File: src/rtl/raster_pkg.sv
// Shared constants, coordinate type and FSM encoding for the line rasterizer.
package raster_pkg;
    localparam int COORD_W  = 11;
    localparam int SCREEN_W = 640;
    localparam int SCREEN_H = 480;
    localparam int ADDR_W   = 19;

    // Deltas carry one extra bit so |dx| never hits the most-negative value.
    localparam int DELTA_W  = COORD_W + 1;
    // Accumulator holds acc+minor < 2*major without overflow.
    localparam int ACC_W    = COORD_W + 2;

    typedef logic signed [COORD_W-1:0] coord_t;

    typedef enum logic [1:0] {
        IDLE   = 2'd0,
        SETUP  = 2'd1,
        DRAW   = 2'd2,
        FINISH = 2'd3
    } state_t;
endpackage

File: src/rtl/abs_val.sv
// Two's-complement absolute value; the most-negative input wraps to itself.
module abs_val #(
    parameter int WIDTH = 12
) (
    input  logic [WIDTH-1:0] valIn,
    output logic [WIDTH-1:0] valOut
);
    assign valOut = valIn[WIDTH-1] ? (~valIn) + WIDTH'(1) : valIn;
endmodule

File: src/rtl/bresenham_core.sv
// Bresenham error accumulator: signals a minor-axis step each time the
// running sum of minor deltas crosses the major delta.
module bresenham_core
    import raster_pkg::*;
(
    input  logic               clk,
    input  logic               rst,
    input  logic               en,
    input  logic [DELTA_W-1:0] numerator,
    input  logic [DELTA_W-1:0] denominator,
    output logic               inc
);
    logic [ACC_W-1:0] acc_q, acc_d, sum;

    // Next accumulator value and the step decision for this cycle.
    always_comb begin
        sum   = acc_q + ACC_W'(numerator);
        acc_d = acc_q;
        inc   = 1'b0;
        if (en) begin
            if (sum >= ACC_W'(denominator)) begin
                inc   = 1'b1;
                acc_d = sum - ACC_W'(denominator);
            end else begin
                acc_d = sum;
            end
        end
    end

    // Reset/load centres the error term at half the major delta.
    always_ff @(posedge clk) begin
        if (rst) acc_q <= ACC_W'(denominator >> 1);
        else     acc_q <= acc_d;
    end
endmodule

File: src/rtl/line_rasterizer.sv
// Bresenham line rasterizer: one candidate pixel per clock with its
// framebuffer address and an on-screen flag.
module line_rasterizer
    import raster_pkg::*;
(
    input  logic                      clk,
    input  logic                      rst,
    input  logic signed [COORD_W-1:0] startX,
    input  logic signed [COORD_W-1:0] startY,
    input  logic signed [COORD_W-1:0] endX,
    input  logic signed [COORD_W-1:0] endY,
    input  logic                      readyIn,
    output logic signed [COORD_W-1:0] pixelX,
    output logic signed [COORD_W-1:0] pixelY,
    output logic [ADDR_W-1:0]         addressOut,
    output logic                      goodPixel,
    output logic                      done
);
    state_t state_q, state_d;
    coord_t start_x_q, start_x_d, start_y_q, start_y_d;
    coord_t end_x_q, end_x_d, end_y_q, end_y_d;
    coord_t pix_x_q, pix_x_d, pix_y_q, pix_y_d;
    coord_t step_x_q, step_x_d, step_y_q, step_y_d;
    logic   steep_q, steep_d;
    logic [DELTA_W-1:0] major_q, major_d, minor_q, minor_d;
    logic [DELTA_W-1:0] remaining_q, remaining_d;

    logic [DELTA_W-1:0] dx, dy, adx, ady, major_c, minor_c;
    coord_t sx_c, sy_c;
    logic   steep_c, load, core_rst, core_en, inc, on_screen;
    logic [DELTA_W-1:0] core_num, core_den;

    abs_val #(.WIDTH(DELTA_W)) u_abs_x (.valIn(dx), .valOut(adx));
    abs_val #(.WIDTH(DELTA_W)) u_abs_y (.valIn(dy), .valOut(ady));

    // Line geometry derived from the latched endpoints, used during SETUP.
    always_comb begin
        dx      = {end_x_q[COORD_W-1], end_x_q} - {start_x_q[COORD_W-1], start_x_q};
        dy      = {end_y_q[COORD_W-1], end_y_q} - {start_y_q[COORD_W-1], start_y_q};
        sx_c    = (dx == '0) ? '0 : (dx[DELTA_W-1] ? '1 : COORD_W'(1));
        sy_c    = (dy == '0) ? '0 : (dy[DELTA_W-1] ? '1 : COORD_W'(1));
        steep_c = ady > adx;
        major_c = steep_c ? ady : adx;
        minor_c = steep_c ? adx : ady;
    end

    // The core sees live geometry while loading, latched geometry afterwards.
    assign load     = (state_q == SETUP);
    assign core_rst = rst | load;
    assign core_en  = (state_q == DRAW) && (remaining_q != '0);
    assign core_num = load ? minor_c : minor_q;
    assign core_den = load ? major_c : major_q;

    bresenham_core u_core (
        .clk        (clk),
        .rst        (core_rst),
        .en         (core_en),
        .numerator  (core_num),
        .denominator(core_den),
        .inc        (inc)
    );

    // Next-state and datapath updates for the IDLE/SETUP/DRAW/FINISH sequence.
    always_comb begin
        state_d     = state_q;
        start_x_d   = start_x_q;
        start_y_d   = start_y_q;
        end_x_d     = end_x_q;
        end_y_d     = end_y_q;
        pix_x_d     = pix_x_q;
        pix_y_d     = pix_y_q;
        step_x_d    = step_x_q;
        step_y_d    = step_y_q;
        steep_d     = steep_q;
        major_d     = major_q;
        minor_d     = minor_q;
        remaining_d = remaining_q;
        case (state_q)
            IDLE: begin
                if (readyIn) begin
                    start_x_d = startX;
                    start_y_d = startY;
                    end_x_d   = endX;
                    end_y_d   = endY;
                    state_d   = SETUP;
                end
            end
            SETUP: begin
                pix_x_d     = start_x_q;
                pix_y_d     = start_y_q;
                step_x_d    = sx_c;
                step_y_d    = sy_c;
                steep_d     = steep_c;
                major_d     = major_c;
                minor_d     = minor_c;
                remaining_d = major_c;
                state_d     = DRAW;
            end
            DRAW: begin
                if (remaining_q == '0) begin
                    state_d = FINISH;
                end else begin
                    remaining_d = remaining_q - DELTA_W'(1);
                    if (steep_q) begin
                        pix_y_d = pix_y_q + step_y_q;
                        if (inc) pix_x_d = pix_x_q + step_x_q;
                    end else begin
                        pix_x_d = pix_x_q + step_x_q;
                        if (inc) pix_y_d = pix_y_q + step_y_q;
                    end
                end
            end
            FINISH: state_d = IDLE;
            default: state_d = IDLE;
        endcase
    end

    // State and datapath registers with synchronous reset.
    always_ff @(posedge clk) begin
        if (rst) begin
            state_q     <= IDLE;
            start_x_q   <= '0;
            start_y_q   <= '0;
            end_x_q     <= '0;
            end_y_q     <= '0;
            pix_x_q     <= '0;
            pix_y_q     <= '0;
            step_x_q    <= '0;
            step_y_q    <= '0;
            steep_q     <= 1'b0;
            major_q     <= '0;
            minor_q     <= '0;
            remaining_q <= '0;
        end else begin
            state_q     <= state_d;
            start_x_q   <= start_x_d;
            start_y_q   <= start_y_d;
            end_x_q     <= end_x_d;
            end_y_q     <= end_y_d;
            pix_x_q     <= pix_x_d;
            pix_y_q     <= pix_y_d;
            step_x_q    <= step_x_d;
            step_y_q    <= step_y_d;
            steep_q     <= steep_d;
            major_q     <= major_d;
            minor_q     <= minor_d;
            remaining_q <= remaining_d;
        end
    end

    // Outputs are decoded from registered state only.
    always_comb begin
        on_screen  = !pix_x_q[COORD_W-1] && (pix_x_q < coord_t'(SCREEN_W)) &&
                     !pix_y_q[COORD_W-1] && (pix_y_q < coord_t'(SCREEN_H));
        goodPixel  = (state_q == DRAW) && on_screen;
        addressOut = goodPixel ?
                     ADDR_W'($unsigned(pix_y_q)) * ADDR_W'(SCREEN_W) + ADDR_W'($unsigned(pix_x_q)) :
                     '0;
        pixelX     = pix_x_q;
        pixelY     = pix_y_q;
        done       = (state_q == FINISH);
    end
endmodule

File: config.mk
export PLATFORM = sky130hd
export DESIGN_NAME = line_rasterizer
export DESIGN_NICKNAME = d
export VERILOG_FILES = /design/src/rtl/raster_pkg.sv /design/src/rtl/abs_val.sv /design/src/rtl/bresenham_core.sv /design/src/rtl/line_rasterizer.sv
export SDC_FILE = /design/constraint.sdc
export NUM_CORES = 1
export LEC_CHECK = 0
export BUFFER_PORTS_ARGS = -buffer_cell sky130_fd_sc_hd__buf_2
export CAP_MARGIN = 20
export CORE_MARGIN = 5
export CORE_UTILIZATION = 55
export CTS_CLUSTER_DIAMETER = 80
export DETAILED_ROUTE_END_ITERATION = 16
export GPL_ROUTABILITY_DRIVEN = 0
export GPL_TIMING_DRIVEN = 0
export PLACE_DENSITY_LB_ADDON = 0.2
export SKIP_CTS_REPAIR_TIMING = 1
export SLEW_MARGIN = 0
export SYNTH_ARGS = -nofsm -noshare
export SYNTH_HDL_FRONTEND = slang
export SYNTH_SLANG_ARGS = --single-unit
File: constraint.sdc
create_clock -name clk -period 23.5 [get_ports clk]
set_clock_uncertainty 0.05 [all_clocks]
set_input_delay 0 -clock clk [delete_from_list [all_inputs] [get_ports clk]]
set_output_delay 0 -clock clk [all_outputs]
set_load 0.05 [all_outputs]
; ---- After elaboration in Yosys (flattened, before gate mapping)
; Index checks and enable logic that the tools add are counted.
[classes]
bitwise_logic = 3
eq_ne = 8
reduce_logical = 19
n_addsub = 10
multipliers = 1
mux = 29
n_lt_le_gt_ge = 4
[ops]
columns = cell, count
row1 = two-way mux 11 bit, 12
row2 = two-way mux 12 bit, 7
row3 = case mux 11 bit (2 select lines), 2
row4 = logical NOT 12 bit, 3
row5 = adder 12 x 1 -> 12 bit (second input constant), 2
row6 = inverter 12 bit, 2
row7 = case mux 12 bit (2 select lines), 1
row8 = subtractor 11 x 11 -> 12 bit, 2
row9 = adder 11 bit, 2
row10 = adder 19 x 11 -> 19 bit, 1
row11 = two-way mux 19 bit, 1
row12 = adder 13 x 12 -> 13 bit, 1
row13 = >= comparator 13 x 12 -> 1 bit, 1
row14 = two-way mux 13 bit, 1
row15 = subtractor 13 x 12 -> 13 bit, 1
row16 = greater-than comparator 12 bit, 1
row17 = multiplier 11 x 3 -> 12 bit (second input constant), 1
row18 = nonzero test 12 bit, 1
row19 = subtractor 12 x 1 -> 12 bit (second input constant), 1
row20 = < comparator 11 x 10 -> 1 bit (second input constant), 1
row21 = < comparator 11 bit (second input constant), 1
row22 = case mux 2 bit (4 select lines), 1
row23 = inequality test 3 bit (second input constant), 2
row24 = AND reduction 2 bit, 3
row25 = other kinds (12), 23
[totals]
ff_bits = 140
in_bits = 47
out_inout_bits = 43

; ---- Depth between registers and ports, before layout
; Gate-level depths: netlist of the first run.
[logic_depth]
word_depth = 15
mapped_depth = 40

; ---- Hierarchy
; A second synthesis of the first run with hierarchy kept.
[hier_totals]
cells_unflattened = 1279
area_unflattened_um2 = 10159.7
[modules_own_cells]
columns = mod, area_each_um2, cells_each, seq_area_each_um2, instances
row1 = line_rasterizer, 7781.2, 989, 2182.1, 1
row2 = bresenham_core, 1850.5, 222, 370.4, 1
row3 = abs_val, 264.0, 34, 0.0, 2

; ---- Least setup slack after synthesis of the first run
; OpenSTA, ideal clock, no wires.
[synth_path]
path_type = reg2reg
from = register start_x_q[0]
to = register u_core.acc_q[8], data pin
setup_time_ps = 254
slack_ps = 15220
path_stages_with_launch = 38
t_required_ps = 23196
t_arrival_ps = 7976
cell_sequence = dfxtp_1 ha_1 inv_1 fa_1 a21o_1 a31oi_1 o311ai_0 a2111o_1 or2_1 nor4b_2 inv_1 ha_1 nand4_1 or3_1 a31oi_2 clkbuf_1 mux2i_1 mux2i_1 [... 2 more ...] a21o_1 a21oi_1 o21ai_0 o211ai_1 o21ba_2 o21bai_1 xor2_1 ha_1 a21o_1 a21oi_1 nor2b_1 a21oi_1 nand4b_1 mux2i_2 buf_2 mux2i_1 a211oi_1 a21o_1
[synth_via]
elab_chain_cells = 12
elab_cells_between_ends = 15
classes_between = add/sub: 4 / order compare: 2 / mux: 8 / bitwise: 1
[synth_lines]
columns = element, line_no
row1 = from (decl), line_rasterizer.sv:20  ; coord_t start_x_q, start_x_d, start_y_q, start_y_d;
row2 = from (signal assigned), line_rasterizer.sv:136  ; start_x_q <= start_x_d;
row3 = subtractor 11 x 11 -> 12 bit *, line_rasterizer.sv:38  ; dx = {end_x_q[COORD_W-1], end_x_q} - {start_x_q[COORD_W-1], start_x_q};
row4 = inverter 12 bit, abs_val.sv:8  ; assign valOut = valIn[WIDTH-1] ? (~valIn) + WIDTH'(1) : valIn;
row5 = adder 12 x 1 -> 12 bit, abs_val.sv:8
row6 = two-way mux 12 bit *, abs_val.sv:8
row7 = greater-than comparator 12 bit, line_rasterizer.sv:42  ; steep_c = ady > adx;
row8 = two-way mux 12 bit *, line_rasterizer.sv:44  ; minor_c = steep_c ? adx : ady;
row9 = two-way mux 12 bit *, -
row10 = via core_num[1], line_rasterizer.sv:31  ; logic [DELTA_W-1:0] core_num, core_den;
row11 = adder 13 x 12 -> 13 bit *, bresenham_core.sv:17  ; sum = acc_q + ACC_W'(numerator);
row12 = subtractor 13 x 12 -> 13 bit or >= comparator 13 x 12 -> 1 bit (tied branches), "bresenham_core.sv:23, bresenham_core.sv:21"
row13 = two-way mux 13 bit *, bresenham_core.sv:21  ; if (sum >= ACC_W'(denominator)) begin
row14 = two-way mux 11 bit *, bresenham_core.sv:20  ; if (en) begin
row15 = two-way mux 11 bit *, bresenham_core.sv:32  ; if (rst) acc_q <= ACC_W'(denominator >> 1);
row16 = to (signal assigned), bresenham_core.sv:32
row17 = to (decl), bresenham_core.sv:13  ; logic [ACC_W-1:0] acc_q, acc_d, sum;
; Mark *: on every way through the listed nets, which the timed path passes. The rest lies on a longest branch. The select of a mux whose other input is x is not followed.
; A chain may end at the register's enable or synchronous reset.

; ---- Worst setup path after layout of the first run
; Same ends and word-level chain as after synthesis.

==> metrics.txt, run 1 <==
FMAX=a little under 100 MHz; synthesized area per cell=about 8.1 um^2; Worst EP required=around 24,000 ps; clk sinks=122; Placed Area=~11,000 um^2; Final setup viols=0; vias=9,558; Avg WL per Cell=about 18 um; multi-input logic area=7010 um^2; area leader, netlist=dfxtp_1; dpl hpwl=21.9 mm; Clock Tree Buf Depth=2; width of the die=146 um; FILL cells=1,523; sequential cell area=2550 um^2; Worst setup SP type=register; fin nets=~1,600; ANT cells=0; initial antenna violation count=0; vias in the first global route=8,921; gr usage total=0.260; Clock Pin Slew Worst Setup and Hold Paths=around 60 ps; minimum clock period=around 10,000 ps; die footprint=between 20,000 and 25,000 um^2; vias per cell=around 5.8; worst-path maximum fanout=10; CP endpoint kind=register; setup TNS=0 ps; largest net degree at the start of global routing=17; Initial DRC Count=647; I/O Pins=90; Worst-Skew Late Latency=about 430 ps; Final Cycle Share=0.430; slowest cell on the critical path=mux2i_2; RSZ-0062 raised after global routing=false; Post-Synthesis Cells=1,249; status=finished, final reports clean; syn nets=1,411; global route overflow=0; Final Hold Vio Count=0; TritonCTS Buffers=17; Post-synth EDFFs=11; slowest stage delay, CP=about 650 ps; Yosys cell types=87; number of I/O port buffers=88; # Max-Cap Violations=0; Async SR Flop Fraction=0; root buffer cell=clkbuf_16; Die Y-Extent=146 um; crit path DAT=10,250 ps; prevailing post-synth register cell=dfxtp_1; Design Area, Final=approximately 12,000 um^2; H-Tree Depth=4; first-pass GRT wire length=45.2 mm; # rows=49; drc violations=0; Rel. slew slack=0.376; CTS tree=yes; Worst Hold Class=input pin to register; Pre-Repair DR Iteration Count=5; drt total wl=29.0 mm; share of the synthesized area in the top cell type=0.220; sequential element share of the synthesized area=0.253; Core ar.=18,000 um^2; synth warn=0; Final ANT Viol Nets=0; worst-margin pin slew=937 ps; Mapped Area=roughly 10,000 um^2; Initial Util=0.561; Slew Viols, Final=0; Synth-to-Final Area Change=18.4%; synth top area cells=dfxtp_1 (22%), ha_1 (13%), a21oi_1 (6.3%), nand2_1 (5.5%), xnor2_1 (5.3%); layout cell share with drive strength beyond 1=0.137; Setup Crit Path Kind=register to register; count of state elements after synthesis=122
==> logic make-up (layout without fill, tap and decap cells) <==
logic type      Yosys count  in the layout  synth area share
simple gates            399            399             0.186
flops                   122            122             0.253
xor+xnor                 90             90            0.0795
buf+inv                 138            302            0.0532
fa+ha+maj               115            115             0.148
compound gates          324            324             0.218
mux                      61             61            0.0628
==> per-stage QoR <==
stage	setup WS [ps]	util	std cells	hold slack, ps
2_1_floorplan	15220	-	1249	86.0
3_3_place_gp	13680	0.601	1566	191
3_5_place_dp	13550	0.601	1566	197
4_1_cts	13500	0.639	1598	-251
5_1_grt	12800	0.663	1642	13.0
6_report	13390	0.663	1642	2.90
==> registers in the layout, indices dropped and copies added (netlist names), 11 cells and up <==
register,count
remaining_q,12
start_x_q,11
major_q,12
end_y_q,11
minor_q,12
end_x_q,11
start_y_q,11
pixelX,11
pixelY,11
u_core.acc_q,13
==> critical path: cells and delay by family (launching register included) <==
kind	cells	cell delay (ps)
compound gates	16	3580
xor+xnor	1	200
fa+ha+maj	5	1540
buf+inv	5	1100
flops	1	470
mux	4	1490
simple gates	6	1430
==> synthesized netlist by cell type, types with 8 or more instances <==
library cell / number
nor2_1: 107
nor3_1: 23
a21oi_1: 128
nor2b_1: 13
inv_1: 86
a21o_1: 26
and2_1: 22
clkbuf_1: 37
nand2_1: 147
xnor2_1: 61
nand4_1: 10
edfxtp_1: 11
xor2_1: 27
ha_1: 107
a31oi_1: 9
a211oi_2: 17
o21ai_0: 40
mux2_2: 13
mux2i_1: 46
dfxtp_1: 111
fa_1: 8
a211oi_1: 14
nand3_1: 15
o21a_1: 14
nand2b_1: 16
==> layer usage <==
metal  part of all wire  vias up  GRT usage  wire length [um]
met5                  0        -          0                 0
li1                   -     4718          -                 -
met3              0.056       61     0.0470              1630
met1               0.46     4480      0.353             13300
met2               0.45      299      0.418             13200
met4              0.030        0     0.0900               881
==> final timing paths <==
path	from	end	slack, ps	cells after the start
setup / recovery	start_x_q[0]$_SDFFE_PP0P_	u_core.acc_q[8]$_DFFE_PP_	13390	37
hold / removal	readyIn	state_q[0]$_SDFFE_PP0P_	3	4
setup reg to reg	start_x_q[0]$_SDFFE_PP0P_	u_core.acc_q[8]$_DFFE_PP_	13390	37
hold reg to reg	end_x_q[8]$_SDFFE_PP0P_	end_x_q[8]$_SDFFE_PP0P_	410	2
==> cells in the final DEF (no fill, tap or decap), drive strengths merged, types with 14 or more instances in the layout <==
cell         count
clkbuf          56
mux2i           48
xnor2           62
xor2            28
nand3           15
o21ai           44
ha             107
dfxtp          111
a21o            27
dlygate4sd3     44
a211oi          31
nand2          149
a21oi          129
inv             88
buf            101
nor3            24
and2            22
o21a            14
nand2b          16
nor2           108
==> area by class of cell <==
class | count | share of cell area
Clock buffer | 19 | 0.0398
Tap cell | 229 | 0.0240
Buffer | 50 | 0.0174
Timing Repair Buffer | 132 | 0.0737
Sequential cell | 122 | 0.213
Multi-Input combinational cell | 989 | 0.586
Inverter | 88 | 0.0276
Clock inverter | 13 | 0.0177
Power of run 1 is left out: the tool's default activity adds up to more than one toggle a clock period on the data nets, which glitch-free logic cannot reach.
==> run 2, diff against run 1 <==
- clock period: 23.5 -> 10.4 ns (I/O delays scaled with it)
==> metrics.txt, run 2 (synthesized netlist as in run 1, its figures left out) <==
slowest cell on the critical path=a31oi_2; vias in the first global route=8,921; Final setup viols=0; Pre-Repair DR Iteration Count=5; Top reg by flops=u_core.acc_q; Final Cycle Share=0.930; worst-path maximum fanout=10; FILL cells=1,520; vias=9,579; final worst slack=725 ps; first-pass GRT wire length=45.2 mm; largest net degree at the start of global routing=17; Core ar.=between 15,000 and 20,000 um^2; max reg flops=13; width of the die=146 um; Initial Util=0.561; drt total wl=29.0 mm; ANT cells=0; vias per cell=about 5.8; Clock Pin Slew Worst Setup and Hold Paths=60 ps; FMAX=roughly 100 MHz; die footprint=21,200 um^2; RSZ-0062 raised after global routing=false; multi-input logic area=7020 um^2; Die Y-Extent=roughly 150 um; CP endpoint kind=register; number of I/O port buffers=88; Placed Area=10,800 um^2; fin nets=1,562; crit path DAT=9810 ps; gr usage total=0.260; Worst-Skew Late Latency=between 400 and 500 ps; drc violations=0; Clock Tree Buf Depth=2; worst-margin pin slew=958 ps; Worst Hold Class=input pin to register; global route overflow=0; I/O Pins=90; root buffer cell=clkbuf_16; dpl hpwl=21.9 mm; Final ANT Viol Nets=0; Setup Crit Path Kind=register to register; minimum clock period=9670 ps; most common cell after layout, fill and taps aside=nand2_1; clk sinks=122; Design Area, Final=roughly 12,000 um^2; crit path from=start_x_q[0]$_SDFFE_PP0P_; CTS tree=yes; Final Hold Vio Count=0; slowest stage delay, CP=500 ps; Initial DRC Count=658; # Max-Cap Violations=0; Slew Viols, Final=0; # rows=between 40 and 50; H-Tree Depth=4; Worst EP required=approximately 11,000 ps; post-layout util=0.664; initial antenna violation count=0; Rel. slew slack=0.361; hold path start=readyIn; Avg WL per Cell=between 15 and 20 um; TritonCTS Buffers=17; Synth-to-Final Area Change=18.5%; status=finished, final reports clean; commonest cells after routing, fill and taps aside=nand2_1 (147), a21oi_1 (128), dfxtp_1 (111); sequential cell area=2550 um^2; Worst R2R Start=start_x_q[0]$_SDFFE_PP0P_; layout cell share with drive strength beyond 1=0.138; Worst setup SP type=register; setup TNS=0 ps; Placement Setup Slack=between 400 and 500 ps
## run 2: changes by cell type in the layout (fill, tap and decap cells not counted)
cell / previous run / this run
mux2i_2: 2 / 1
clkbuf_1: 37 / 36
clkbuf_2: 0 / 1
mux2i_4: 0 / 1
## run 2: area by class of cell
type | count | area share
clock inverters | 13 | 0.0177
plain buffers | 50 | 0.0175
well taps | 229 | 0.0239
repair buffers | 132 | 0.0736
clock buffers | 19 | 0.0397
flip-flops and latches | 122 | 0.213
inverters | 88 | 0.0276
multi-input cells | 989 | 0.587
## run 2: worst paths after layout
path                          endpoint  slack [ps]  depth (start not counted)
max          u_core.acc_q[8]$_DFFE_PP_         730                         37
min            state_q[0]$_SDFFE_PP0P_           5                          4
max reg2reg  u_core.acc_q[8]$_DFFE_PP_         730                         37
min reg2reg    end_x_q[8]$_SDFFE_PP0P_         410                          2
## run 2: worst max-delay path: cells and delay by family (launching register included)
family	cells	cell delay, ps
flops	1	460
compound gates	16	3580
simple gates	6	1470
mux	4	1200
buf+inv	5	920
xor+xnor	1	200
fa+ha+maj	5	1530
## run 2: through the flow
stage / std cells / hold WS, ps
finish: 1642 / 4.53
global route: 1642 / 13.0
CTS: 1598 / -251
detailed placement: 1566 / 197
global placement: 1566 / 191
floorplan: 1249 / 86.0
## run 2: routing by layer
layer | part of all wire | track usage
met1 | 0.46 | 0.353
met5 | 0 | 0
met2 | 0.46 | 0.418
met3 | 0.055 | 0.0470
met4 | 0.031 | 0.0900
Power of run 2 is left out for the same reason.
==> run 3, diff against run 2 <==
- CTS_CLUSTER_SIZE: default -> 10
- REMOVE_ABC_BUFFERS: default -> 1
- SYNTH_HIERARCHICAL: default -> 1
==> metrics.txt, run 3 <==
synth cell count leaders=nand2_1 (144), a21oi_1 (112), dfxtp_1 (111); most common cell after layout, fill and taps aside=nand2_1; Final setup viols=0; Rel. slew slack=0.297; sequential element share of the synthesized area=0.251; first-pass GRT wire length=42.2 mm; worst-margin pin slew=1050 ps; crit path from=start_y_q[1]$_SDFFE_PP0P_; Die Y-Extent=146 um; RR Endpoint=pixelY[1]$_SDFFE_PP0P_; # rows=between 40 and 50; Synth-to-Final Area Change=17.8%; Worst-Skew Late Latency=420 ps; crit path DAT=9930 ps; layout cell share with drive strength beyond 1=0.124; Pre-Repair DR Iteration Count=5; Slew Viols, Final=0; initial antenna violation count=0; Placed Area=between 10,000 and 15,000 um^2; FMAX=103 MHz; Post-synth EDFFs=11; synth warn=6; area leader, netlist=dfxtp_1; met3 Use GR=0.0417; Final Hold Vio Count=0; Async SR Flop Fraction=0; Final Cycle Share=0.931; Setup Crit Path Kind=register to register; Yosys cell types=approximately 80; number of I/O port buffers=89; I/O Pins=90; vias=9,325; Final ANT Viol Nets=0; CP endpoint kind=register; H-Tree Depth=4; root buffer cell=clkbuf_16; count of state elements after synthesis=122; sequential cell area=2550 um^2; vias in the first global route=8,707; final worst slack=717 ps; max reg flops=13; r2r worst-path depth=42; ANT cells=0; width of the die=146 um; Mapped Area=10,200 um^2; Avg WL per Cell=about 16 um; synth top area cells=dfxtp_1 (22%), ha_1 (13%), a21oi_1 (5.5%), nand2_1 (5.3%), xnor2_1 (5.2%); CP bufs+invs=7; slowest cell on the critical path=or4_1; setup TNS=0 ps; Design Area, Final=12,000 um^2; Reg2Reg Setup Slack=720 ps; # Max-Cap Violations=0; dpl hpwl=18.7 mm; worst-path maximum fanout=18; FILL cells=1,526; status=finished, final reports clean; share of the synthesized area in the top cell type=0.219; Worst setup SP type=register; Clock Pin Slew Worst Setup and Hold Paths=50 ps; Post-Synthesis Cells=around 1,300; met1 Track Usage GR=0.316; drc violations=0; top cell family by delay on the critical path=compound AO/OA/AOI/OAI gates; RSZ-0062 raised after global routing=false; Top reg by flops=u_core/acc_q; vias per cell=5.72; crit path to=pixelY[1]$_SDFFE_PP0P_; drt total wl=around 26 mm; CTS tree=yes; clk sinks=122; fin nets=1,551; TritonCTS Buffers=17; Worst R2R Start=start_y_q[1]$_SDFFE_PP0P_; slowest stage delay, CP=between 500 and 600 ps; grt met2 use=0.384; most used routing layer in global routing=met2; Clock Tree Buf Depth=2; prevailing post-synth register cell=dfxtp_1; largest net degree at the start of global routing=50; Initial Util=0.562; multi-input logic area=7030 um^2; Worst Hold Class=input pin to register; most frequent cell after synthesis=nand2_1; synthesized area per cell=7.94 um^2; Stages on worst setup path=42; gr usage total=0.235; Placement Setup Slack=-387 ps; Core ar.=18,100 um^2; die footprint=21,300 um^2; global route overflow=0; Initial DRC Count=between 500 and 600; commonest cells after routing, fill and taps aside=nand2_1 (143), a21oi_1 (111), dfxtp_1 (111); Worst EP required=10,650 ps; minimum clock period=9680 ps
[run 3: cell types whose count changed in the layout (fill, tap and decap cells not counted), sizes merged, moves of 14 or more]
cell,previous run,this run
a211oi,31,17
clkbuf,56,17
o21ai,44,65
o31ai,2,18
xor2,28,14
[run 3: worst register-to-register path: cells and delay by family (launching register included)]
family	cells	cell delay [ps]
and+or+nand+nor	8	1860
buffers and inverters	7	1060
muxes	2	470
AOI/OAI and AO/OA	19	3750
DFF	1	400
adders and majority gates	4	1340
xor gates and xnor gates	2	660
[run 3: stage by stage]
stage	utilization	instances	hold slack, ps
floorplan	-	1225	19.1
global placement	0.589	1543	191
detailed placement	0.596	1550	197
CTS	0.633	1582	-247
global route	0.662	1631	39.2
finish	0.662	1631	28.0
[run 3: kinds of logic (layout without fill, tap and decap cells)]
kind of cell    after synthesis  after routing  synth area share
compound gates              344            344             0.228
mux                          45             45            0.0443
buf+inv                     150            273            0.0599
fa+ha+maj                   115            115             0.148
xor+xnor                     74             74            0.0638
simple gates                429            429             0.205
flops                       122            122             0.251
[run 3: worst min path at each step]
stage / startpoint / to / slack (ps) / cells after the start
after floorplan: rst / end_x_q[0]$_SDFFE_PP0P_ / 20 / 1
after global placement: startY[4] / start_y_q[4]$_SDFFE_PP0P_ / 190 / 3
after detailed placement: startX[1] / start_x_q[1]$_SDFFE_PP0P_ / 200 / 3
after CTS: startX[1] / start_x_q[1]$_SDFFE_PP0P_ / -250 / 3
after global routing: rst / start_y_q[6]$_SDFFE_PP0P_ / 40 / 2
final: rst / start_y_q[6]$_SDFFE_PP0P_ / 30 / 2
[run 3: area by class of cell]
cell class	instances	area share
Clock buffer	17	0.0355
Clock inverter	15	0.0207
Inverter	96	0.0301
Multi-Input combinational cell	1007	0.587
Sequential cell	122	0.213
Tap cell	229	0.0239
Timing Repair Buffer	145	0.0890
[run 3: layer usage]
metal	vias up	share of wire
met5	-	0
met4	0	0.021
met3	37	0.046
met2	218	0.46
met1	4304	0.47
li1	4766	-
Power of run 3 is left out for the same reason.
